File: src/rtl/reg_file_writeback.sv
// General-purpose register file with HI/LO product capture, ALU status flags
// and a committed-write counter, sitting directly behind the 24-bit ALU.
module reg_file_writeback #(
    parameter int DATA_W = 24,
    parameter int ADDR_W = 4,
    parameter int BYPASS = 0
) (
    input  logic                Clock,
    input  logic                Reset,
    input  logic                RegWrite,
    input  logic [ADDR_W-1:0]   WriteReg,
    input  logic [DATA_W-1:0]   WriteData,
    input  logic [ADDR_W-1:0]   ReadReg1,
    input  logic [ADDR_W-1:0]   ReadReg2,
    output logic [DATA_W-1:0]   ReadData1,
    output logic [DATA_W-1:0]   ReadData2,
    input  logic                MulWrite,
    input  logic [2*DATA_W-1:0] MulOUT,
    output logic [DATA_W-1:0]   HiData,
    output logic [DATA_W-1:0]   LoData,
    input  logic                FlagWrite,
    input  logic                ZeroIn,
    input  logic                OverflowIn,
    input  logic                CoutIn,
    output logic [2:0]          Flags,
    output logic [7:0]          WriteCount
);

    localparam int NREG = 1 << ADDR_W;

    logic [DATA_W-1:0] gpr_q [NREG];
    logic [DATA_W-1:0] gpr_d [NREG];
    logic [DATA_W-1:0] hi_q, hi_d;
    logic [DATA_W-1:0] lo_q, lo_d;
    logic [2:0]        flags_q, flags_d;
    logic [7:0]        write_count_q, write_count_d;
    logic              commit;

    // A GPR write only commits when it targets a non-zero register.
    assign commit = RegWrite && (WriteReg != '0);

    // Next-state for the GPRs; entry 0 is pinned to zero.
    always_comb begin
        gpr_d = gpr_q;
        if (commit) begin
            gpr_d[WriteReg] = WriteData;
        end
        gpr_d[0] = '0;
    end

    // Next-state for HI/LO, flags and the write counter.
    always_comb begin
        hi_d          = hi_q;
        lo_d          = lo_q;
        flags_d       = flags_q;
        write_count_d = write_count_q;
        if (MulWrite) begin
            hi_d = MulOUT[2*DATA_W-1:DATA_W];
            lo_d = MulOUT[DATA_W-1:0];
        end
        if (FlagWrite) begin
            flags_d = {OverflowIn, CoutIn, ZeroIn};
        end
        if (commit) begin
            write_count_d = write_count_q + 8'd1;
        end
    end

    // GPR storage; reset clears every entry immediately.
    always_ff @(posedge Clock or negedge Reset) begin
        if (!Reset) begin
            for (int i = 0; i < NREG; i++) begin
                gpr_q[i] <= '0;
            end
        end else begin
            gpr_q <= gpr_d;
        end
    end

    // HI/LO, flags and counter state.
    always_ff @(posedge Clock or negedge Reset) begin
        if (!Reset) begin
            hi_q          <= '0;
            lo_q          <= '0;
            flags_q       <= '0;
            write_count_q <= '0;
        end else begin
            hi_q          <= hi_d;
            lo_q          <= lo_d;
            flags_q       <= flags_d;
            write_count_q <= write_count_d;
        end
    end

    // Operand A read, with optional forwarding of the in-flight write.
    always_comb begin
        ReadData1 = gpr_q[ReadReg1];
        if (BYPASS != 0 && commit && WriteReg == ReadReg1) begin
            ReadData1 = WriteData;
        end
        if (ReadReg1 == '0) begin
            ReadData1 = '0;
        end
    end

    // Operand B read, with optional forwarding of the in-flight write.
    always_comb begin
        ReadData2 = gpr_q[ReadReg2];
        if (BYPASS != 0 && commit && WriteReg == ReadReg2) begin
            ReadData2 = WriteData;
        end
        if (ReadReg2 == '0) begin
            ReadData2 = '0;
        end
    end

    assign HiData     = hi_q;
    assign LoData     = lo_q;
    assign Flags      = flags_q;
    assign WriteCount = write_count_q;

endmodule

File: config.mk
export PLATFORM = sky130hd
export DESIGN_NAME = reg_file_writeback
export DESIGN_NICKNAME = d
export VERILOG_FILES = /design/src/rtl/reg_file_writeback.sv
export SDC_FILE = /design/constraint.sdc
export NUM_CORES = 1
export LEC_CHECK = 0
export CAP_MARGIN = 25
export CORE_ASPECT_RATIO = 0.5
export CORE_MARGIN = 3
export CORE_UTILIZATION = 50
export DETAILED_ROUTE_END_ITERATION = 8
export GPL_TIMING_DRIVEN = 0
export MAX_ROUTING_LAYER = met4
export PLACE_DENSITY = 0.71
export SLEW_MARGIN = 20
export SYNTH_ARGS = -nofsm -noshare
export SYNTH_HDL_FRONTEND = slang
export SYNTH_SLANG_ARGS = --single-unit
File: constraint.sdc
create_clock -name Clock -period 2.7 [get_ports Clock]
set_input_delay 0.54 -clock Clock [delete_from_list [all_inputs] [get_ports Clock]]
set_output_delay 0.54 -clock Clock [all_outputs]
set_load 0.02 [all_outputs]
==> results of run 1 <==
layout by cell type, fill, tap and decap left out, types with 19 or more instances in the layout:
cell                                n
sky130_fd_sc_hd__mux4_2           122
sky130_fd_sc_hd__mux2_1           103
sky130_fd_sc_hd__buf_4             35
sky130_fd_sc_hd__clkbuf_16         45
sky130_fd_sc_hd__a22o_1            22
sky130_fd_sc_hd__clkbuf_1          41
sky130_fd_sc_hd__buf_6             29
sky130_fd_sc_hd__nand2_1           41
sky130_fd_sc_hd__mux2i_1           65
sky130_fd_sc_hd__nor2_1            20
sky130_fd_sc_hd__nand3_1           19
sky130_fd_sc_hd__mux2_2           367
sky130_fd_sc_hd__a21oi_1           21
sky130_fd_sc_hd__buf_12            31
sky130_fd_sc_hd__buf_2             60
sky130_fd_sc_hd__clkdlybuf4s50_1  138
sky130_fd_sc_hd__dfrtp_1          419
cells by family (layout without fill, tap and decap cells):
| family | Yosys count | in the layout | synth area share (%) |
|---|---|---|---|
| mux | 660 | 660 | 40.1 |
| simple gates | 135 | 136 | 3.23 |
| flops | 419 | 419 | 48.3 |
| fa+ha+maj | 1 | 1 | 0.0576 |
| buf+inv | 139 | 454 | 3.12 |
| compound gates | 136 | 136 | 4.92 |
| xor+xnor | 7 | 7 | 0.282 |
area by class of cell:
cell class | count | area, µm²
fillers | 3022 | 15100
multi-input cells | 940 | 10900
flip-flops and latches | 419 | 10500
repair buffers | 245 | 2550
plain buffers | 134 | 1360
clock buffers | 56 | 1150
well taps | 577 | 722
clock inverters | 17 | 199
inverters | 2 | 17.5
worst max-delay path: stages, from the launching register on:
cell                      delay [ns]
sky130_fd_sc_hd__dfrtp_1        0.40
sky130_fd_sc_hd__mux4_2         0.47
sky130_fd_sc_hd__and2_4         0.18
sky130_fd_sc_hd__a31o_1         0.18
sky130_fd_sc_hd__a221o_1        0.37
sky130_fd_sc_hd__buf_6          0.17
synth_stat cells (10+ instances only):
cell type | count | area share [%]
sky130_fd_sc_hd__dfrtp_1 | 419 | 48
sky130_fd_sc_hd__mux2_2 | 367 | 19
sky130_fd_sc_hd__mux4_2 | 122 | 13
sky130_fd_sc_hd__mux2_1 | 103 | 5.3
sky130_fd_sc_hd__mux2i_1 | 68 | 3.1
sky130_fd_sc_hd__buf_2 | 61 | 1.4
sky130_fd_sc_hd__clkbuf_1 | 53 | 0.92
sky130_fd_sc_hd__nand2_1 | 43 | 0.74
sky130_fd_sc_hd__a21oi_1 | 24 | 0.55
sky130_fd_sc_hd__a22o_1 | 22 | 0.89
sky130_fd_sc_hd__nor2_1 | 22 | 0.38
sky130_fd_sc_hd__nand3_1 | 19 | 0.44
sky130_fd_sc_hd__a211o_1 | 15 | 0.60
sky130_fd_sc_hd__a221oi_1 | 15 | 0.60
sky130_fd_sc_hd__and3b_1 | 15 | 0.60
sky130_fd_sc_hd__nor2b_1 | 15 | 0.43
sky130_fd_sc_hd__o211ai_1 | 14 | 0.48
sky130_fd_sc_hd__a221o_1 | 11 | 0.51
sky130_fd_sc_hd__buf_4 | 11 | 0.38
sky130_fd_sc_hd__o221ai_1 | 10 | 0.40
state kept, by name (all words and copies together), names as in the netlist:
name	flops
Flags	3
WriteCount	8
LoData	24
HiData	24
gpr_q	360
metal layers:
| metal | GRT usage [%] | up-vias |
|---|---|---|
| met5 | - | - |
| met3 | 7.14 | 207 |
| met2 | 47.8 | 942 |
| li1 | - | 6315 |
| met4 | 11.4 | 0 |
| met1 | 43.9 | 8273 |
per-stage QoR:
| step | setup WS (ns) | setup TNS [ns] |
|---|---|---|
| global route | -0.178 | -0.476 |
| floorplan | 0.157 | 0 |
| CTS | -0.161 | -0.626 |
| finish | -0.160 | -0.580 |
| detailed placement | -1.73 | -109.07 |
| global placement | -16.50 | -6980.10 |
worst max-delay path by stage:
stage,endpoint,slack (ns)
2_1_floorplan,ReadData2[0],0.16
3_3_place_gp,HiData[0],-16.50
3_5_place_dp,ReadData2[21],-1.73
4_1_cts,ReadData2[23],-0.16
5_1_grt,ReadData2[23],-0.18
6_report,ReadData2[23],-0.16
report_power, final:
group          total [mW]  leakage, nW  switching (mW)  internal, mW
registers            8.75         5.11            1.09          7.67
clock network        5.98        0.671            2.59          3.38
logic                5.44         5.91            2.36          3.08
total                20.2         11.7            6.04          14.1
timing repair:
item | in CTS | in global routing
hold buffers | 1 | 0
setup buffers | 20 | 15
cloned | 9 | 3
pin swaps | 15 | 10
hold endpoints to repair | 46 | 0
gates resized for setup | 482 | 51
endpoints found under the setup margin | 48 | 42
==> results summary, run 1 <==
The number of enable flip-flop cells after synthesis is 0. The maximum clock skew at final layout is 0.00352 ns. The net count after synthesis came out at 1590. TritonCTS built the clock tree.

The reg-to-reg critical path endpoint is WriteCount[7]. The number of max-capacitance violations reported is 0. In this run the number of H-tree levels came out at 2.

The die area is 46100 µm². The final core utilization came out at 64.5%. The pin count of the biggest net entering global routing is 104.

The maximum buffer depth of the clock tree came out at 3. The count of clock tree sinks is 419. The synthesized cell area came out at 21700 µm². The startpoint-to-endpoint class of the critical path is reg -> out. The required time of the critical path came out at 2.16 ns. The post-route fraction of the period consumed by the critical path is 106%. The slew at the pin closest to its max-slew limit is 0.922 ns. The number of buffers inserted during clock tree synthesis is 40.

The number of distinct library cells after synthesis came out at 44. The number of warning messages in the yosys log came out at 0. The wire length on met2 is 32500 µm. The reported leakage power is 11.7 nW.

The launch point of the critical path is gpr_q[215]. The finished cells cover 27400 µm². The total global routing overflow came out at 0. The most used flip-flop cell after synthesis is sky130_fd_sc_hd__dfrtp_1. The number of remaining DRC errors came out at 0.

The checks that failed: negative setup slack. Setup slack on the critical path of the routed design comes to -0.160 ns. The arrival time of data at the critical path endpoint is 2.32 ns.

The slack of the worst reg-to-reg path is 1.56 ns. The first-pass iteration count of the detailed router came out at 5. The antenna cell count is 0.

The share of post-route cells with drive strength above 1 came out at 44.5%. The average routed wire per standard cell came out at 30.4 µm. After technology mapping, the gate count stands at 1497. The half-perimeter wire length of the detailed placement result came out at 49000 µm. The relative area change from synthesis to final layout came out at 26.1%.

In the final routing, the length of wire on met1 measures 29700 µm. The post-route worst hold slack came out at 0.466 ns. The root buffer cell chosen for the clock tree is sky130_fd_sc_hd__clkbuf_16. The number of input and output port buffers inserted is 192. The die extent in x is 301 µm.

The final routed wirelength across all metal layers came out at 72700 µm. The count of antenna-violating nets left after detailed routing came out at 0. In the routed layout, each cell is associated on average with a via count of 6.58.

The overall power is 20.2 mW. The length of routed met3 wiring is 7570 µm. The worst supply voltage drop on vdd came out at 0.000510 V. The startpoint of the worst register-to-register path is WriteCount[2]. The worst setup path is captured at an output pin.

The number of antenna violations at the first check in global routing is 0. The via count of the first global-routing pass came out at 16600. The number of endpoints with negative hold slack in the final report came out at 0. Signal routing reaches up to met4. The minimum clock period is 2.86 ns. The number of max-slew violations in the final report is 0. The initial core utilization came out at 51.2%. For this run, the register share of the synthesized area comes to 48.3%.

The total setup violations reported at the end of the flow is 12. The highest clock frequency the design can meet came out at 350 MHz. The tightest slew margin relative to the limit is 38.3%. The flow ran to the end, but the final reports show violations. The post-placement cell area is 24500 µm². The placed instance count came out at 2273.

Clock-pin slew was measured on the worst setup and hold paths at 0.07 ns. The global-route wire length before repair came out at 107000 µm. The async set or reset register ratio after synthesis came out at 100%. In this run the worst hold path is classified as in -> async. The final net count came out at 1875. The post-synthesis sequential element count came out at 419.

The startpoint class of the critical path is a flop. The area inside the core boundary is 42400 µm². Setup repair after global routing could not meet its margin everywhere. The final estimated routing congestion in global placement came out at 0.913. The clock latency of the later-clocked register in the worst-skew pair is 0.55 ns. The number of placement rows is 53.

From bottom edge to top edge, the die measures 153 µm. Detailed routing inserted a total of 15700 vias. In this run the worst path has a maximum fanout of 2. The combined global-route utilization of all metal layers is 32.2%.

After the first detailed-routing iteration, the DRC count stood at 1724. The count of non-filler cells in the finished layout came out at 2390. The number of cells on the worst reg-to-reg path came out at 4. After synthesis, the mean cell area works out to 14.5 µm².

For this design the ratio of total power to cell area is 736 nW/µm². In this run the count of I/O pins placed on the die edge is 199.
Note: power is estimated with default switching activity, not from simulation.
==> run 2, diff against run 1 <==
--- a/config.mk
+++ b/config.mk
@@ -7,7 +7,6 @@
 export LEC_CHECK = 0
 export CAP_MARGIN = 25
 export CORE_ASPECT_RATIO = 0.5
-export CORE_MARGIN = 3
 export CORE_UTILIZATION = 50
 export DETAILED_ROUTE_END_ITERATION = 8
 export GPL_TIMING_DRIVEN = 0
==> results summary, run 2 (synthesized netlist as in run 1, its figures left out) <==
The number of placement rows came out at 53 (unchanged). The share of power burned in combinational logic came out at 27.5% (was 27.0%). The path with the worst hold slack has its endpoint at WriteCount[7]. The minimum clock period is 2.81 ns (was 2.86 ns). The via count of the first global-routing pass is 16700 (was 16600). The I/O pin count came out at 199 (unchanged). The clock latency of the later-clocked register in the worst-skew pair is 0.55 ns (about the same). The post-placement cell area is 24500 µm² (about the same). The pin count of the biggest net entering global routing is 97 (was 104). The logic depth of the worst path, buffers included is 5 (unchanged). The share of total power in the clock network is 28.5% (was 29.6%). The combined global-route utilization of all metal layers was 34.4% (was 32.2%). The total net switching power is 6.03 mW (was 6.04 mW). Along the worst hold path, the cell count comes to 1. The number of max-slew violations in the final report was 0 (unchanged). The die extent in x came out at 297 µm (was 301 µm). The family of cells with the greatest summed delay on the critical path is compound AO/OA/AOI/OAI gates (unchanged). The internal power came out at 13.9 mW (was 14.1 mW).

The count of buffering cells on the critical path with inverters included came to 1 (unchanged). The final net count is 1876 (was 1875). The critical path's largest stage delay came out at 0.48 ns (was 0.47 ns).

The count of non-filler cells in the finished layout was 2391 (was 2390). The number of cells on the worst reg-to-reg path came out at 4 (unchanged). The root buffer cell is sky130_fd_sc_hd__clkbuf_16 (unchanged). Failing checks: negative setup slack (unchanged). The number of antenna violations at the first check in global routing came out at 1 (was 0). The relative area change from synthesis to final layout came out at 25.8% (was 26.1%).

The post-route setup TNS was -0.792 ns (was -0.580 ns). The worst supply voltage drop on vdd came out at 0.000417 V (was 0.000510 V). The slew at the pin closest to its max-slew limit is 0.879 ns (was 0.922 ns). The final routed wirelength across all metal layers is 74800 µm (was 72700 µm). In this run the most critical hold path is launched from WriteCount[7]. The total global routing overflow is 0 (unchanged). The count of antenna-violating nets left after detailed routing came out at 0 (unchanged). The maximum clock skew at final layout is 0.00250 ns (was 0.00352 ns).

The startpoint class of the critical path was a flop (unchanged). The biggest fanout along the worst timing path is 2 (unchanged). The register containing the most flip-flops in the final layout is gpr_q (unchanged). The half-perimeter wire length of the detailed placement result came out at 49200 µm (was 49000 µm). The number of endpoints with negative hold slack in the final report came out at 0 (unchanged).

The slack of the worst reg-to-reg path is 1.56 ns (about the same). The arrival time of data at the critical path endpoint is 2.27 ns (was 2.32 ns). The share of post-route cells with drive strength above 1 is 43.9% (was 44.5%). The detailed router's first-iteration violation count is 1562 (was 1724). The class of the tightest hold or removal check is reg -> reg (was in -> async).

The area inside the core boundary came out at 42400 µm² (unchanged). The switching part of the total power is 30.2% (was 29.9%). The average routed wire per standard cell came out at 31.3 µm (was 30.4 µm).

The startpoint of the worst register-to-register path is WriteCount[2] (unchanged). The CTS H-tree depth came to 2 (unchanged). The count of clock tree sinks is 419 (unchanged). The final core utilization is 64.4% (was 64.5%).

The tightest slew margin relative to the limit is 41.2% (was 38.3%). The highest clock frequency the design can meet was 355 MHz (was 350 MHz). Series of cell instances along the critical path: mux4_2 -> and2_4 -> a31o_1 -> a221o_1 -> buf_6 (unchanged). The power density relative to cell area is 729 nW/µm² (was 736 nW/µm²). The worst setup slack after placement is -1.77 ns (was -1.73 ns). The placed instance count was 2272 (was 2273). The design area is 27300 µm² (was 27400 µm²). The worst setup margin is -0.114 ns (was -0.160 ns). The number of buffers inserted during clock tree synthesis is 40 (unchanged).

The clock edge transition at the registers on the reported setup and hold paths came to 0.07 ns (about the same). Outcome: finished with violations (unchanged). The first-pass iteration count of the detailed router is 5 (unchanged). The reg-to-reg critical path endpoint is WriteCount[5] (was WriteCount[7]). The via count of the routed design came out at 15900 (was 15700). Unrepaired setup endpoints after global routing: yes (unchanged). The die area is 44300 µm² (was 46100 µm²). The reported leakage power is 11.7 nW (about the same).

The most common cell after layout, fill and taps aside is sky130_fd_sc_hd__dfrtp_1 (unchanged). The required time of the critical path is 2.16 ns (about the same). The critical path capture point type is an output pin (unchanged). The clock tree from TritonCTS is built (unchanged). The final estimated routing congestion in global placement came out at 0.908 (was 0.913). The startpoint-to-endpoint class of the critical path is reg -> out (unchanged). Most used cells in the layout excluding fill and tap cells: sky130_fd_sc_hd__dfrtp_1, sky130_fd_sc_hd__mux2_2, sky130_fd_sc_hd__clkdlybuf4s50_1, sky130_fd_sc_hd__mux4_2, sky130_fd_sc_hd__mux2_1 (unchanged). The post-route worst hold slack came out at 0.472 ns (was 0.466 ns). The number of remaining DRC errors came out at 0 (unchanged).

The post-route fraction of the period consumed by the critical path is 104% (was 106%). The initial core utilization came out at 51.2% (unchanged). The maximum buffer depth of the clock tree is 3 (unchanged). The number of input and output port buffers inserted is 192 (unchanged). The number of max-capacitance violations reported is 0 (unchanged). The register share of total power came out at 44.0% (was 43.4%). The total setup violations reported at the end of the flow was 16 (was 12).

The via density per instance came out at 6.64 (was 6.58). The critical-path cell with the highest stage delay is sky130_fd_sc_hd__mux4_2 (unchanged). The overall power is 19.9 mW (was 20.2 mW). The die boundary height came out at 149 µm (was 153 µm). The number of flip-flops under the largest register name came out at 360 (unchanged).

The global-route wire length before repair was 108000 µm (was 107000 µm).
-- run 2: metal layers --
metal	vias to the layer above	part of all wire, %	track usage [%]
met5	-	0	-
met2	942	45	50.7
met3	206	11	9.26
li1	6311	-	-
met1	8415	40	45.0
met4	0	4.1	14.4
-- run 2: worst max path at each step --
stage | from | to
finish | gpr_q[215] | ReadData2[23]
CTS | gpr_q[215] | ReadData2[23]
detailed placement | ReadReg2[0] | ReadData2[21]
floorplan | ReadReg2[1] | ReadData2[0]
global placement | Reset | gpr_q[89]
global route | gpr_q[263] | ReadData2[23]
-- run 2: power by group through the flow --
| stage | sequential [mW] | combinational [mW] | clock, mW |
|---|---|---|---|
| after detailed placement | 8.80 | 5.09 | 0 |
| after floorplan | 8.60 | 3.27 | 0 |
| after global routing | 8.91 | 5.77 | 5.96 |
| after CTS | 8.69 | 5.36 | 5.71 |
| final | 8.76 | 5.49 | 5.68 |
| after global placement | 8.64 | 4.89 | 0 |
-- run 2: timing repair --
action	4_1_cts	5_1_grt
setup endpoints to repair	48	74
endpoints found under the hold margin	53	0
pin swaps	19	14
setup buffers	26	9
hold buffers	2	0
gates cloned	11	3
gates resized for setup	482	50
-- run 2: worst reg2reg max path, stage by stage (launching register included) --
cell	delay (ns)
sky130_fd_sc_hd__dfrtp_1	0.43
sky130_fd_sc_hd__nand3_1	0.11
sky130_fd_sc_hd__nor2_1	0.22
sky130_fd_sc_hd__nand3_1	0.13
sky130_fd_sc_hd__xnor2_1	0.14
-- run 2: final cells by class --
type	instances	area, µm²
antenna	2	5.00
buffer	134	1350
clock buffer	65	1210
clock inverter	6	57.6
fill	3095	15100
inverter	2	17.5
multi-input combinational	939	10900
sequential	419	10500
tap	577	722
timing repair buffer	247	2630
==> run 3, diff against run 2 <==
--- a/config.mk
+++ b/config.mk
@@ -10,7 +10,6 @@
 export CORE_UTILIZATION = 50
 export DETAILED_ROUTE_END_ITERATION = 8
 export GPL_TIMING_DRIVEN = 0
-export MAX_ROUTING_LAYER = met4
 export PLACE_DENSITY = 0.71
 export SLEW_MARGIN = 20
 export SYNTH_ARGS = -nofsm -noshare
==> results summary, run 3 (synthesized netlist as in run 1, its figures left out) <==
The register containing the most flip-flops in the final layout was gpr_q (unchanged). The combined global-route utilization of all metal layers came out at 32.9% (was 34.4%). The pin count of the biggest net entering global routing was 104 (was 97). The via density per instance came out at 6.58 (was 6.64). The number of antenna violations at the first check in global routing was 0 (was 1).

The most common cell after layout, fill and taps aside is sky130_fd_sc_hd__dfrtp_1 (unchanged). The count of antenna-violating nets left after detailed routing came out at 0 (unchanged). The tightest slew margin relative to the limit is 39.0% (was 41.2%). The total setup violations reported at the end of the flow came out at 21 (was 16). The detailed router's first-iteration violation count was 1337 (was 1562). The biggest fanout along the worst timing path is 9 (was 2). The die extent in x is 297 µm (unchanged). The worst supply voltage drop on vdd was 0.000503 V (was 0.000417 V). The class of the tightest hold or removal check was reg -> reg (unchanged). The number of endpoints with negative hold slack in the final report came to 0 (unchanged). The arrival time of data at the critical path endpoint was 2.32 ns (was 2.27 ns). The startpoint-to-endpoint class of the critical path is in -> out (was reg -> out).

Unrepaired setup endpoints after global routing: yes (unchanged). The area inside the core boundary is 42400 µm² (unchanged). The count of non-filler cells in the finished layout is 2391 (unchanged).

The critical path capture point type was an output pin (unchanged). The global-route wire length before repair came out at 107000 µm (was 108000 µm). The antenna cell count came out at 0 (was 2). The CTS H-tree depth came out at 2 (unchanged). The minimum clock period is 2.86 ns (was 2.81 ns). The slack of the worst reg-to-reg path is 1.59 ns (was 1.56 ns). The power density relative to cell area came out at 724 nW/µm² (was 729 nW/µm²). The number of max-capacitance violations reported is 0 (unchanged). The maximum clock skew at final layout is 0.00352 ns (was 0.00250 ns). The highest clock frequency the design can meet came out at 350 MHz (was 355 MHz). The number of buffers inserted during clock tree synthesis came out at 40 (unchanged). The required time of the critical path is 2.16 ns (about the same). The number of max-slew violations in the final report is 0 (unchanged). The total global routing overflow was 0 (unchanged).

The post-route worst hold slack was 0.473 ns (was 0.472 ns). The maximum buffer depth of the clock tree is 3 (unchanged). The final estimated routing congestion in global placement came to 0.927 (was 0.908). The post-placement cell area came out at 24500 µm² (about the same). The clock edge transition at the registers on the reported setup and hold paths came out at 0.06 ns (was 0.07 ns). The initial core utilization is 51.2% (unchanged). The via count of the routed design was 15700 (was 15900). The final net count came out at 1881 (was 1876). The number of flip-flops under the largest register name is 360 (unchanged). The clock tree from TritonCTS is built (unchanged). The die boundary height came out at 149 µm (unchanged).

The critical path capture point is ReadData2[21] (was ReadData2[23]). The final core utilization is 64.6% (was 64.4%). The reported leakage power was 11.7 nW (about the same). The placed instance count is 2274 (was 2272). Most used cells in the layout excluding fill and tap cells: sky130_fd_sc_hd__dfrtp_1, sky130_fd_sc_hd__mux2_2, sky130_fd_sc_hd__clkdlybuf4s50_1, sky130_fd_sc_hd__mux4_2, sky130_fd_sc_hd__mux2_1 (unchanged).

The post-route fraction of the period consumed by the critical path came out at 106% (was 104%). The number of input and output port buffers inserted is 192 (unchanged). The I/O pin count is 199 (unchanged).

The via count of the first global-routing pass came out at 16800 (was 16700). The design area is 27400 µm² (was 27300 µm²). The number of placement rows came out at 53 (unchanged). The die area is 44300 µm² (unchanged). The relative area change from synthesis to final layout came to 26.1% (was 25.8%). The startpoint of the worst register-to-register path was WriteCount[2] (unchanged). The number of remaining DRC errors came out at 0 (unchanged).

The launch point of the critical path is ReadReg2[0] (was gpr_q[215]). The startpoint class of the critical path is an input port (was flop). The share of post-route cells with drive strength above 1 was 44.6% (was 43.9%). Outcome: finished with violations (unchanged). The final routed wirelength across all metal layers was 73000 µm (was 74800 µm).

The reg-to-reg critical path endpoint is WriteCount[5] (unchanged). The clock latency of the later-clocked register in the worst-skew pair came to 0.55 ns (about the same). The number of cells on the worst reg-to-reg path is 4 (unchanged). The worst setup margin came to -0.156 ns (was -0.114 ns).

The average routed wire per standard cell is 30.5 µm (was 31.3 µm). The first-pass iteration count of the detailed router came out at 8 (was 5). Failing checks: negative setup slack (unchanged). The slew at the pin closest to its max-slew limit came out at 0.912 ns (was 0.879 ns). The root buffer cell is sky130_fd_sc_hd__clkbuf_16 (unchanged). The count of clock tree sinks came out at 419 (unchanged).

The half-perimeter wire length of the detailed placement result came out at 48800 µm (was 49200 µm).
## run 3: through the flow
step	worst slack (ns)	power, mW	TNS [ns]
6_report	-0.156	19.8	-1.37
5_1_grt	-0.161	20.6	-1.58
4_1_cts	-0.146	19.7	-0.451
3_5_place_dp	-1.76	13.9	-113.79
3_3_place_gp	-16.39	13.5	-6930.07
2_1_floorplan	0.157	11.9	0
## run 3: metal layers
| metal | wire [µm] | vias to the layer above | global-route usage (%) |
|---|---|---|---|
| li1 | - | 6311 | - |
| met1 | 29000 | 8399 | 44.2 |
| met2 | 33500 | 860 | 50.8 |
| met3 | 7850 | 173 | 9.89 |
| met4 | 2600 | 0 | 12.1 |
| met5 | 0 | - | 0 |
## run 3: worst min-delay path by stage
stage                              from            end  slack (ns)  depth (start not counted)
after CTS                 WriteCount[7]  WriteCount[7]        0.48                          1
after floorplan                   Reset       Flags[0]        0.24                          0
final                     WriteCount[7]  WriteCount[7]        0.47                          1
after global placement    WriteCount[7]  WriteCount[7]        0.46                          1
after global routing      WriteCount[7]  WriteCount[7]        0.51                          1
after detailed placement  WriteCount[7]  WriteCount[7]        0.47                          1
## run 3: power by group
part	leakage [nW]	total (mW)	switching, mW	internal [mW]
clock	0.605	5.57	2.56	3.01
sequential	5.11	8.76	1.09	7.67
combinational	5.95	5.52	2.39	3.13
## run 3: critical path, cell delays in order
cell	delay, ns
sky130_fd_sc_hd__buf_12	0.13
sky130_fd_sc_hd__buf_12	0.14
sky130_fd_sc_hd__buf_12	0.13
sky130_fd_sc_hd__buf_12	0.12
sky130_fd_sc_hd__nor2b_4	0.25
sky130_fd_sc_hd__nor2b_1	0.20
sky130_fd_sc_hd__buf_6	0.24
sky130_fd_sc_hd__a2111oi_1	0.13
sky130_fd_sc_hd__a21oi_2	0.23
sky130_fd_sc_hd__buf_4	0.19
## run 3: final cells by class
cell class / instances / area (µm²)
flip-flops and latches: 419 / 10500
multi-input cells: 939 / 10900
clock buffers: 57 / 1170
clock inverters: 11 / 73.8
fillers: 3049 / 15000
repair buffers: 253 / 2670
well taps: 577 / 722
inverters: 2 / 17.5
plain buffers: 133 / 1330
## run 3: repair_timing
item,in CTS,in global routing
hold buffers,2,0
cloned,8,2
hold endpoints to repair,67,0
resized for setup,499,51
pin swaps,17,14
endpoints found under the setup margin,48,44
buffers inserted,30,13
